[src/rtl/stream_rr_gap_arbiter.sv]
// Round-robin arbiter sharing one ready/valid port between NumInp requesters. The grant is held
// until its handshake completes, and a programmable number of idle cycles follows each transfer.
module stream_rr_gap_arbiter #(
    parameter int unsigned NumInp   = 4,
    parameter int unsigned GapWidth = 4,
    parameter type         payload_t = logic,
    localparam int unsigned IdxWidth = (NumInp > 1) ? $clog2(NumInp) : 1
) (
    input  logic                clk_i,
    input  logic                rst_i,
    input  logic [GapWidth-1:0] gap_i,
    input  payload_t            inp_payload_i [NumInp],
    input  logic [NumInp-1:0]   inp_valid_i,
    output logic [NumInp-1:0]   inp_ready_o,
    output payload_t            oup_payload_o,
    output logic                oup_valid_o,
    input  logic                oup_ready_i,
    output logic [IdxWidth-1:0] idx_o,
    output logic                busy_o
);

    typedef enum logic [1:0] {StIdle, StLock, StGap} state_e;

    state_e              state_q, state_d;
    logic [IdxWidth-1:0] rr_q, rr_d;
    logic [IdxWidth-1:0] lock_q, lock_d;
    logic [IdxWidth-1:0] last_q, last_d;
    logic [GapWidth-1:0] gap_cnt_q, gap_cnt_d;

    logic                found;
    logic [IdxWidth-1:0] win;
    logic [IdxWidth-1:0] sel;
    logic                valid;
    int unsigned         cand;

    // Scan from rr_q upward, wrapping at NumInp-1 (works for non-power-of-2 NumInp).
    always_comb begin
        found = 1'b0;
        win   = '0;
        cand  = 0;
        for (int unsigned off = 0; off < NumInp; off++) begin
            cand = int'(rr_q) + off;
            if (cand >= NumInp) begin
                cand = cand - NumInp;
            end
            if (!found && inp_valid_i[cand]) begin
                found = 1'b1;
                win   = IdxWidth'(cand);
            end
        end
    end

    always_comb begin
        state_d   = state_q;
        rr_d      = rr_q;
        lock_d    = lock_q;
        last_d    = last_q;
        gap_cnt_d = gap_cnt_q;
        valid     = 1'b0;
        sel       = last_q;

        case (state_q)
            StIdle: begin
                if (found) begin
                    valid = 1'b1;
                    sel   = win;
                end
            end
            StLock: begin
                valid = 1'b1;
                sel   = lock_q;
            end
            StGap: begin
                if (gap_cnt_q <= GapWidth'(1)) begin
                    state_d = StIdle;
                end else begin
                    gap_cnt_d = gap_cnt_q - GapWidth'(1);
                end
            end
            default: state_d = StIdle;
        endcase

        if (valid) begin
            if (oup_ready_i) begin
                rr_d      = (sel == IdxWidth'(NumInp - 1)) ? '0 : sel + IdxWidth'(1);
                last_d    = sel;
                gap_cnt_d = gap_i;
                state_d   = (gap_i == '0) ? StIdle : StGap;
            end else begin
                lock_d  = sel;
                state_d = StLock;
            end
        end
    end

    always_comb begin
        oup_valid_o      = valid;
        oup_payload_o    = inp_payload_i[sel];
        inp_ready_o      = '0;
        inp_ready_o[sel] = valid & oup_ready_i;
        idx_o            = sel;
        busy_o           = (state_q != StIdle);
        // Outputs are forced quiet for the whole reset, not just after the next edge.
        if (rst_i) begin
            oup_valid_o = 1'b0;
            inp_ready_o = '0;
            idx_o       = '0;
            busy_o      = 1'b0;
        end
    end

    always_ff @(posedge clk_i or posedge rst_i) begin
        if (rst_i) begin
            state_q   <= StIdle;
            rr_q      <= '0;
            lock_q    <= '0;
            last_q    <= '0;
            gap_cnt_q <= '0;
        end else begin
            state_q   <= state_d;
            rr_q      <= rr_d;
            lock_q    <= lock_d;
            last_q    <= last_d;
            gap_cnt_q <= gap_cnt_d;
        end
    end

    // A locked requester must hold valid until its handshake.
    locked_valid_held: assert property (@(posedge clk_i) disable iff (rst_i)
        (state_q == StLock) |-> inp_valid_i[lock_q]);

endmodule

[config.mk]
export PLATFORM = sky130hd
export DESIGN_NAME = stream_rr_gap_arbiter
export DESIGN_NICKNAME = d
export VERILOG_FILES = /design/src/rtl/stream_rr_gap_arbiter.sv
export SDC_FILE = /design/constraint.sdc
export NUM_CORES = 1
export LEC_CHECK = 0
export BUFFER_PORTS_ARGS = -buffer_cell sky130_fd_sc_hd__buf_4
export CORE_UTILIZATION = 50
export DETAILED_ROUTE_END_ITERATION = 8
export HOLD_SLACK_MARGIN = 0.1
export PLACE_DENSITY_LB_ADDON = 0.25
export RECOVER_POWER = 50
export SETUP_SLACK_MARGIN = 0.3
export SLEW_MARGIN = 20
export SYNTH_ARGS = -nofsm -noshare
export SYNTH_HDL_FRONTEND = slang
export SYNTH_SLANG_ARGS = --single-unit
[constraint.sdc]
create_clock -name clk_i -period 5 [get_ports clk_i]
set_input_delay 0.25 -clock clk_i [delete_from_list [all_inputs] [get_ports clk_i]]
set_output_delay 0.25 -clock clk_i [all_outputs]
set_load 0.02 [all_outputs]
# --- After elaboration in Yosys (flattened, before gate mapping) ---
# Index checks and enable logic that the tools add are counted.
totals:
  reg_bits: 12
  inputBits: 15
  output_inout_bits: 9
  word_cells: 92
classes:
  reduce_logical: 14
  bitwise: 4
  eq_ne: 5
  mux: 43
  n_addsub: 9
  n_lt_le_gt_ge: 12
ops:
  columns: ["operator", "count"]
  rows:
  - ["$lt A32 B3 Y1 const B", 4]
  - ["$mux W32", 4]
  - ["$mux W2", 11]
  - ["$mux W4", 5]
  - ["$mux W1", 14]
  - ["$ge A3 B3 Y1 const B", 4]
  - ["$sub A3 B3 Y4 const B", 3]
  - ["$bmux W1 S2", 5]
  - ["$pmux W2 S2", 2]
  - ["$add A2 B2 Y3 const B", 2]
  - ["$reduce_and A2 Y1", 3]
  - ["$and A4 B4 Y4", 1]
  - ["$eq A2 B2 Y1 const B", 2]
  - ["$le A4 B1 Y1 const B", 1]
  - ["$logic_and A1 B1 Y1", 4]
  - ["$logic_not A4 Y1", 1]
  - ["$sub A2 B3 Y4 const B", 1]
  - ["$sub A4 B1 Y4 const B", 1]
  - ["$add A2 B1 Y3 const B", 1]
  - ["$ge A2 B3 Y1 const B", 1]
  - ["$logic_not A1 Y1", 3]
  - ["$lt A2 B3 Y1 const B", 1]
  - ["$ne A3 B3 Y1 const B", 1]
  - ["$not A2 Y3", 1]
  - ["11 further kinds", 11]

# --- Depth between registers and ports, before layout ---
# Gate-level depths: netlist (run 1).
depth:
  depth_word: 22
  mapped_depth: 7
  mapped_depth_nobuf: 7

# --- Worst setup path before layout (run 1) ---
# No wires, ideal clock.
synth_path:
  kind: "input-to-output"
  start: "in inp_valid_i[0]"
  end: "out oup_payload_o"
  n_path_buf: 0
  t_required_ns: 4.750
  cell_stages: 6
  arrival_time_ns: 1.830
  slack_ns: 2.920
  path_cell_list: "or4_4 > o21bai_4 > nand2_2 > and3_4 > inv_4 > mux4_2"
synth_via:
  elab_chain_cells: 18
  elab_cells_between_ends: 28
  cone_classes: "mux: 21; bitwise: 1; reduce/logical: 6"
synth_lines:
  columns: ["element", "line_no", "source"]
  rows:
  - ["start: declaration", "13", "input logic [NumInp-1:0] inp_valid_i,"]
  - ["$bmux W1 S2", "46", "if (!found && inp_valid_i[cand]) begin"]
  - ["$mux W1 (implied by the code)", "46", null]
  - ["$mux W1", "46", null]
  - ["$logic_not A1 Y1", "46", null]
  - ["$logic_and A1 B1 Y1", "46", null]
  - ["$mux W1", "46", null]
  - ["$logic_not A1 Y1", "46", null]
  - ["$logic_and A1 B1 Y1", "46", null]
  - ["[... 2 more ...]", null, null]
  - ["$logic_and A1 B1 Y1", "46", null]
  - ["$mux W2 / $mux W1 (equally long branches)", "46", null]
  - ["$mux W2 (*)", "64", "if (found) begin"]
  - ["$pmux W2 S2 (*)", "62", "case (state_q)"]
  - ["named net sel[0]", "32", "logic [IdxWidth-1:0] sel;"]
  - ["$not A2 Y3 (implied by the code) (*)", "98", "oup_payload_o = inp_payload_i[sel];"]
  - ["$bmux W1 S2 (*)", "98", null]
  - ["$mux W1 (implied by the code) (*) (2 in a row)", "98", null]
  - ["end: declaration", "15", "output payload_t oup_payload_o,"]
# Mark *: on every way through the listed nets, which the timed path passes. The rest lies on a longest branch. The select of a mux whose other input is x is not followed.

# --- Final worst setup path (run 1) ---
# Same ends and word-level chain as after synthesis.

==> flow_metrics.py, run 1 <==
metrics = {
    "routing": {
        "wire_per_inst_um": 12.8,
        "drtIter0Drc": 15,
        "postRouteAntennaNets": 0,
        "firstDrtPassIters": 4,
        "via_per_inst": 5.45,
        "wl_um": 1680,
        "route.vias.total": 719,
        "drcViolationCount": 0,
    },
    "timing": {
        "finalCriticalPeriod_ns": 2.58,
        "final_hold_viol_count": 0,
        "max_freq_ghz": 0.388,
        "maxSlewViolCount": 0,
        "finalCritPeriodShare_pct": 51.6,
        "worstMarginPinSlew_ns": 0.458,
        "setup_viol": 0,
        "clock_skew_ns": 0.00195,
        "tns_ns": 0,
        "rsz0062_at_grt": "false",
        "finalWorstSetupSlack_ns": 2.42,
        "relSlewSlack_pct": 69.4,
    },
    "clocking": {
        "cts_root_buffer": "clkbuf_4",
        "cts.sinks": 12,
        "cts_buffers": 3,
        "ctsHoldBuffers": 1,
        "insertion_delay_ns": 0.28,
        "htreeDepth": 1,
        "cts_setup_buffers": 0,
        "cts_tree": "built",
        "cts.clk_slew.worst_paths_ns": 0.07,
        "cts_buffer_depth": 2,
        "ctsResizeCount": 0,
    },
    "setup_path": {
        "crit_arrival_ns": 2.33,
        "r2r_cells": 7,
        "reg2reg_from": "rr_q[0]$_DFFE_PP0P_",
        "critPathCaptureType": "output port",
        "critPathSlowestCell": "or4_4",
        "critPathKind": "in2out",
        "path_common_cell": "buf_4",
        "reg2reg_slack_ns": 3.07,
        "critPathRequiredTime_ns": 4.75,
        "crit_path_max_incr_delay_ns": 0.53,
        "rr_endpoint": "rr_q[1]$_DFFE_PP0P_",
        "worst_path_dominant_cell_family": "simple AND/OR/NAND/NOR gates",
        "start_kind": "primary input",
        "path_max_fanout": 5,
        "cp.depth": 8,
        "cp.buffers_inverters": 3,
        "cp_cell_sequence": "buf_4 -> or4_4 -> o21bai_1 -> nand2_2 -> and3_1 -> inv_4 -> mux4_2 -> buf_4",
    },
    "synthesis": {
        "synth_seq_cells": 12,
        "synth.distinct_cells": 34,
        "synth_top_area_share_pct": 36.4,
        "synthesis.area_sq_um": 826,
        "syn-instance-count": 89,
        "synthTopCellsByArea": "dfrtp_1, ha_1, nor2_1, mux2_2, inv_1",
        "yosysWarnings": 0,
        "avgSynthCellArea_sq_um": 9.28,
        "yosys.area.top_type": "dfrtp_1",
        "synth_edf_count": 0,
        "syn_nets": 110,
        "synth_flop_cell": "dfrtp_1",
        "synth-seq-area-share_pct": 36.4,
        "ys_async_sr_fraction_pct": 100,
        "synth_top_cells_by_count": "dfrtp_1, nor2_1, inv_1, nand2_1, ha_1",
        "synth_most_common_cell": "dfrtp_1",
    },
    "final_layout": {
        "postLayoutCellArea_sq_mm": 0.00104,
        "drive_gt1_share_pct": 28.4,
        "fin_util_pct": 68.0,
        "nets": 138,
        "synthToLayoutAreaGrowth_pct": 25.5,
        "diodes": 0,
    },
    "hold_path": {
        "min_path_cells": 2,
        "hold_path_startpoint": "oup_ready_i",
        "min_to": "state_q[0]$_DFFE_PP0P_",
        "hold_path.class": "in2reg",
    },
    "pwr": {
        "internal_power_uw": 345,
        "ir_drop_uv": 370,
        "seq_power_share_pct": 31.7,
        "power_frac_clock_pct": 12.7,
        "p_sw_uw": 259,
        "sw_frac_of_total_pct": 42.9,
        "comb_power_share_pct": 55.6,
        "p_leak_nw": 0.501,
        "powerDensity_mw_per_mm2": 583,
    },
    "die": {
        "dieWidth_um": 42.6,
        "fp.coreArea_sq_mm": 0.00152,
        "die_h_um": 42.6,
        "die_area_sq_mm": 0.00182,
        "core.rowCount": 14,
        "initial_utilization_pct": 54.2,
        "ios": 24,
    },
    "status": {
        "status": "completed",
    },
    "global_routing": {
        "grt.total_usage_pct": 21.7,
        "gr-total-overflow": 0,
        "grt_max_degree": 15,
        "grt_pass1_wl_um": 2890,
        "antenna_found_initial": 0,
        "grt_pass1_vias": 663,
    },
    "placed_design": {
        "place.port_buffers": 23,
        "place_ws_ns": 2.61,
        "dp_hpwl_um": 1320,
        "placed_cell_area_sq_mm": 0.00101,
        "gp_congestion": 0.786,
    },
    "run": {
        "maxCapViolations": 0,
    },
}
## through the flow
step	hold WS (ns)	std cells	total power, mW
global route	0.182	132	0.663
floorplan	0.120	89	0.449
detailed placement	0.317	127	0.549
CTS	0.173	132	0.628
global placement	0.312	127	0.535
finish	0.182	132	0.604
## power groups by stage
stage	Combinational (mW)	Sequential, mW	Clock [mW]
6_report	0.336	0.192	0.0767
5_1_grt	0.380	0.198	0.0846
4_1_cts	0.357	0.192	0.0787
3_5_place_dp	0.356	0.193	0
3_3_place_gp	0.345	0.190	0
2_1_floorplan	0.271	0.178	0
## flip-flops by register name (all words and copies together), names as in the netlist
name       cells
gap_cnt_q      4
last_q         2
state_q        2
rr_q           2
lock_q         2
## placed cells by master, fill, tap and decap left out, drive strengths merged, types with 2 or more instances in the layout
| cell type | count |
|---|---|
| nor4 | 2 |
| a21oi | 5 |
| nand2 | 8 |
| dfrtp | 12 |
| ha | 6 |
| nor2b | 2 |
| buf | 21 |
| and3 | 3 |
| clkbuf | 6 |
| nand2b | 3 |
| o21bai | 2 |
| o21ai | 4 |
| nor2 | 11 |
| inv | 8 |
| mux2 | 3 |
| and2 | 4 |
## worst max path at each step
stage                        start        endpoint  slack, ns
2_1_floorplan       inp_valid_i[0]   oup_payload_o       2.92
3_3_place_gp        inp_valid_i[0]  inp_ready_o[3]       2.66
3_5_place_dp        inp_valid_i[0]  inp_ready_o[2]       2.61
4_1_cts        rr_q[0]$_DFFE_PP0P_   oup_payload_o       2.60
5_1_grt             inp_valid_i[0]   oup_payload_o       2.33
6_report            inp_valid_i[0]   oup_payload_o       2.42
## worst reg2reg max path, cell delays in order (launching register included)
cell      delay (ns)
dfrtp_1         0.41
nand2b_1        0.17
and3_1          0.16
o221ai_1        0.14
and3_1          0.32
inv_4           0.07
ha_1            0.28
mux2_2          0.25
## logic make-up after synthesis
| group | after synthesis | synth area share [%] |
|---|---|---|
| DFF | 12 | 36.4 |
| muxes | 5 | 8.03 |
| adders and majority gates | 6 | 9.09 |
| and+or+nand+nor | 37 | 24.1 |
| AOI/OAI and AO/OA | 19 | 16.8 |
| xor gates and xnor gates | 1 | 1.06 |
| buffers and inverters | 9 | 4.55 |
## layer usage
layer / part of all wire [%] / track usage (%) / wire length [um] / vias to the layer above
li1: - / - / - / 368
met1: 44 / 27.9 / 735 / 332
met2: 51 / 35.5 / 857 / 17
met3: 4.5 / 6.47 / 76 / 2
met4: 0.89 / 5.63 / 15 / 0
met5: 0 / 0 / 0 / -
## area by class of cell
cell class / count / area [sq um]
fillers: 125 / 488
multi-input cells: 68 / 472
flip-flops and latches: 12 / 300
repair buffers: 24 / 175
clock buffers: 4 / 36.3
inverters: 8 / 32.5
well taps: 16 / 20.0
(Power assumes the default switching activity.)
==> run 2, diff against run 1 <==
clock period = 2.7 ns   (was 5 ns; I/O delays follow)
==> flow_metrics.py, run 2 (synthesis gave the netlist of run 1 again) <==
metrics = {
    "hold_path": {
        "hold_path.class": "in2reg",
    },
    "pwr": {
        "p_leak_nw": 0.508,
        "ir_drop_uv": 590,
        "powerDensity_mw_per_mm2": 1070,
    },
    "run": {
        "maxCapViolations": 0,
    },
    "setup_path": {
        "crit_arrival_ns": 2.25,
        "critPathCaptureType": "output port",
        "cp_cell_sequence": "buf_4 -> or4_4 -> o21bai_1 -> nand2_2 -> and3_1 -> inv_4 -> mux4_2 -> buf_4",
        "worst_path_dominant_cell_family": "simple AND/OR/NAND/NOR gates",
        "start_kind": "primary input",
        "path_common_cell": "buf_4",
        "critPathRequiredTime_ns": 2.57,
        "critPathKind": "in2out",
        "crit_path_max_incr_delay_ns": 0.53,
        "critPathSlowestCell": "or4_4",
        "cp.buffers_inverters": 3,
        "path_max_fanout": 5,
    },
    "placed_design": {
        "dp_hpwl_um": 1410,
        "gp_congestion": 0.769,
        "placed_cell_area_sq_mm": 0.00101,
        "place.port_buffers": 23,
        "place_ws_ns": 0.531,
        "dp.cells": 127,
    },
    "final_layout": {
        "drive_gt1_share_pct": 28.8,
        "largest_reg_flops": 4,
        "synthToLayoutAreaGrowth_pct": 28.2,
        "fin_util_pct": 69.5,
        "final_common_cell": "buf_4",
        "postLayoutCellArea_sq_mm": 0.00106,
        "top_register": "gap_cnt_q",
        "stdcell_count": 134,
        "nets": 140,
        "diodes": 0,
        "mostFrequentLayoutCells": "buf_4, dfrtp_1, nor2_1, nand2_1, inv_1",
    },
    "die": {
        "die_h_um": 42.6,
        "ios": 24,
        "dieWidth_um": 42.6,
        "fp.coreArea_sq_mm": 0.00152,
        "initial_utilization_pct": 54.2,
        "core.rowCount": 14,
        "die_area_sq_mm": 0.00182,
    },
    "routing": {
        "met1Wirelength_um": 792,
        "wl_um": 1710,
        "wire_per_inst_um": 12.7,
        "postRouteAntennaNets": 0,
        "route.met3.wl_um": 68,
        "route.vias.total": 726,
        "via_per_inst": 5.42,
        "drtIter0Drc": 8,
        "wl_met2_um": 835,
        "firstDrtPassIters": 2,
        "drcViolationCount": 0,
        "top_layer_used": "met4",
    },
    "clocking": {
        "cts_tree": "built",
        "insertion_delay_ns": 0.27,
        "cts_root_buffer": "clkbuf_4",
        "cts.sinks": 12,
        "cts_buffers": 3,
        "cts_setup_buffers": 0,
        "htreeDepth": 1,
        "cts.clk_slew.worst_paths_ns": 0.07,
        "cts_buffer_depth": 2,
    },
    "timing": {
        "maxSlewViolCount": 0,
        "worstMarginPinSlew_ns": 0.457,
        "rsz0062_at_grt": "false",
        "finalCriticalPeriod_ns": 2.39,
        "setup_viol": 0,
        "finalWorstSetupSlack_ns": 0.312,
        "tns_ns": 0,
        "final_hold_viol_count": 0,
        "relSlewSlack_pct": 69.5,
        "max_freq_ghz": 0.419,
        "clock_skew_ns": 0.000416,
        "finalCritPeriodShare_pct": 88.4,
    },
    "global_routing": {
        "antenna_found_initial": 0,
        "grt_pass1_wl_um": 2930,
        "gr-total-overflow": 0,
        "grt_max_degree": 15,
        "grt.total_usage_pct": 21.3,
        "grt_pass1_vias": 710,
    },
    "status": {
        "status": "completed",
    },
}
==> run 2: changes by cell type in the layout (fill, tap and decap cells not counted), sizes merged <==
cell         previous run  this run
buf                    21        20
clkbuf                  6         7
dlygate4sd3             1         3
==> run 2: path summary, 6_finish.rpt <==
kind | startpoint | to | slack, ns | cells past startpoint
min in group asynchronous | rst_i | last_q[1]$_DFFE_PP0P_ | 0.47 | 3
max reg2reg | rr_q[0]$_DFFE_PP0P_ | rr_q[1]$_DFFE_PP0P_ | 0.73 | 7
min | gap_i[3] | state_q[1]$_DFFE_PP0P_ | 0.13 | 3
max in group asynchronous | rst_i | lock_q[1]$_DFFE_PP0P_ | 1.92 | 3
max | inp_valid_i[0] | oup_payload_o | 0.31 | 8
min reg2reg | last_q[1]$_DFFE_PP0P_ | last_q[1]$_DFFE_PP0P_ | 0.50 | 2
==> run 2: layer usage <==
layer / up-vias / global-route usage, %
li1: 369 / -
met1: 341 / 27.3
met2: 13 / 33.9
met3: 3 / 6.90
met4: 0 / 6.88
met5: - / 0
==> run 2: through the flow <==
step                      hold WS (ns)  power, mW
after floorplan                0.00493      0.831
after global placement           0.203      0.989
after detailed placement         0.204       1.02
after CTS                        0.118       1.16
after global routing             0.150       1.23
final                            0.129       1.13
==> run 2: power breakdown <==
group	switching (mW)	total, mW	internal [mW]
clock network	0.0577	0.140	0.0820
logic	0.341	0.633	0.292
registers	0.0864	0.356	0.270
==> run 2: area by class of cell <==
| cell class | instances | area (sq um) |
|---|---|---|
| fill | 139 | 465 |
| tap | 16 | 20.0 |
| multi-input combinational | 68 | 478 |
| sequential | 12 | 300 |
| inverter | 8 | 32.5 |
| clock buffer | 4 | 36.3 |
| timing repair buffer | 26 | 191 |
==> run 2: worst register-to-register path: stages (launching register included) <==
cell,delay (ns)
dfrtp_1,0.42
nand2b_1,0.18
and3_1,0.17
o221ai_1,0.15
and3_1,0.33
inv_4,0.08
ha_1,0.29
mux2_2,0.26
==> run 2: timing repair <==
item	4_1_cts	5_1_grt
resized for setup	0	1
endpoints found under the hold margin	15	0
hold buffers	3	0
endpoints found under the setup margin	0	1
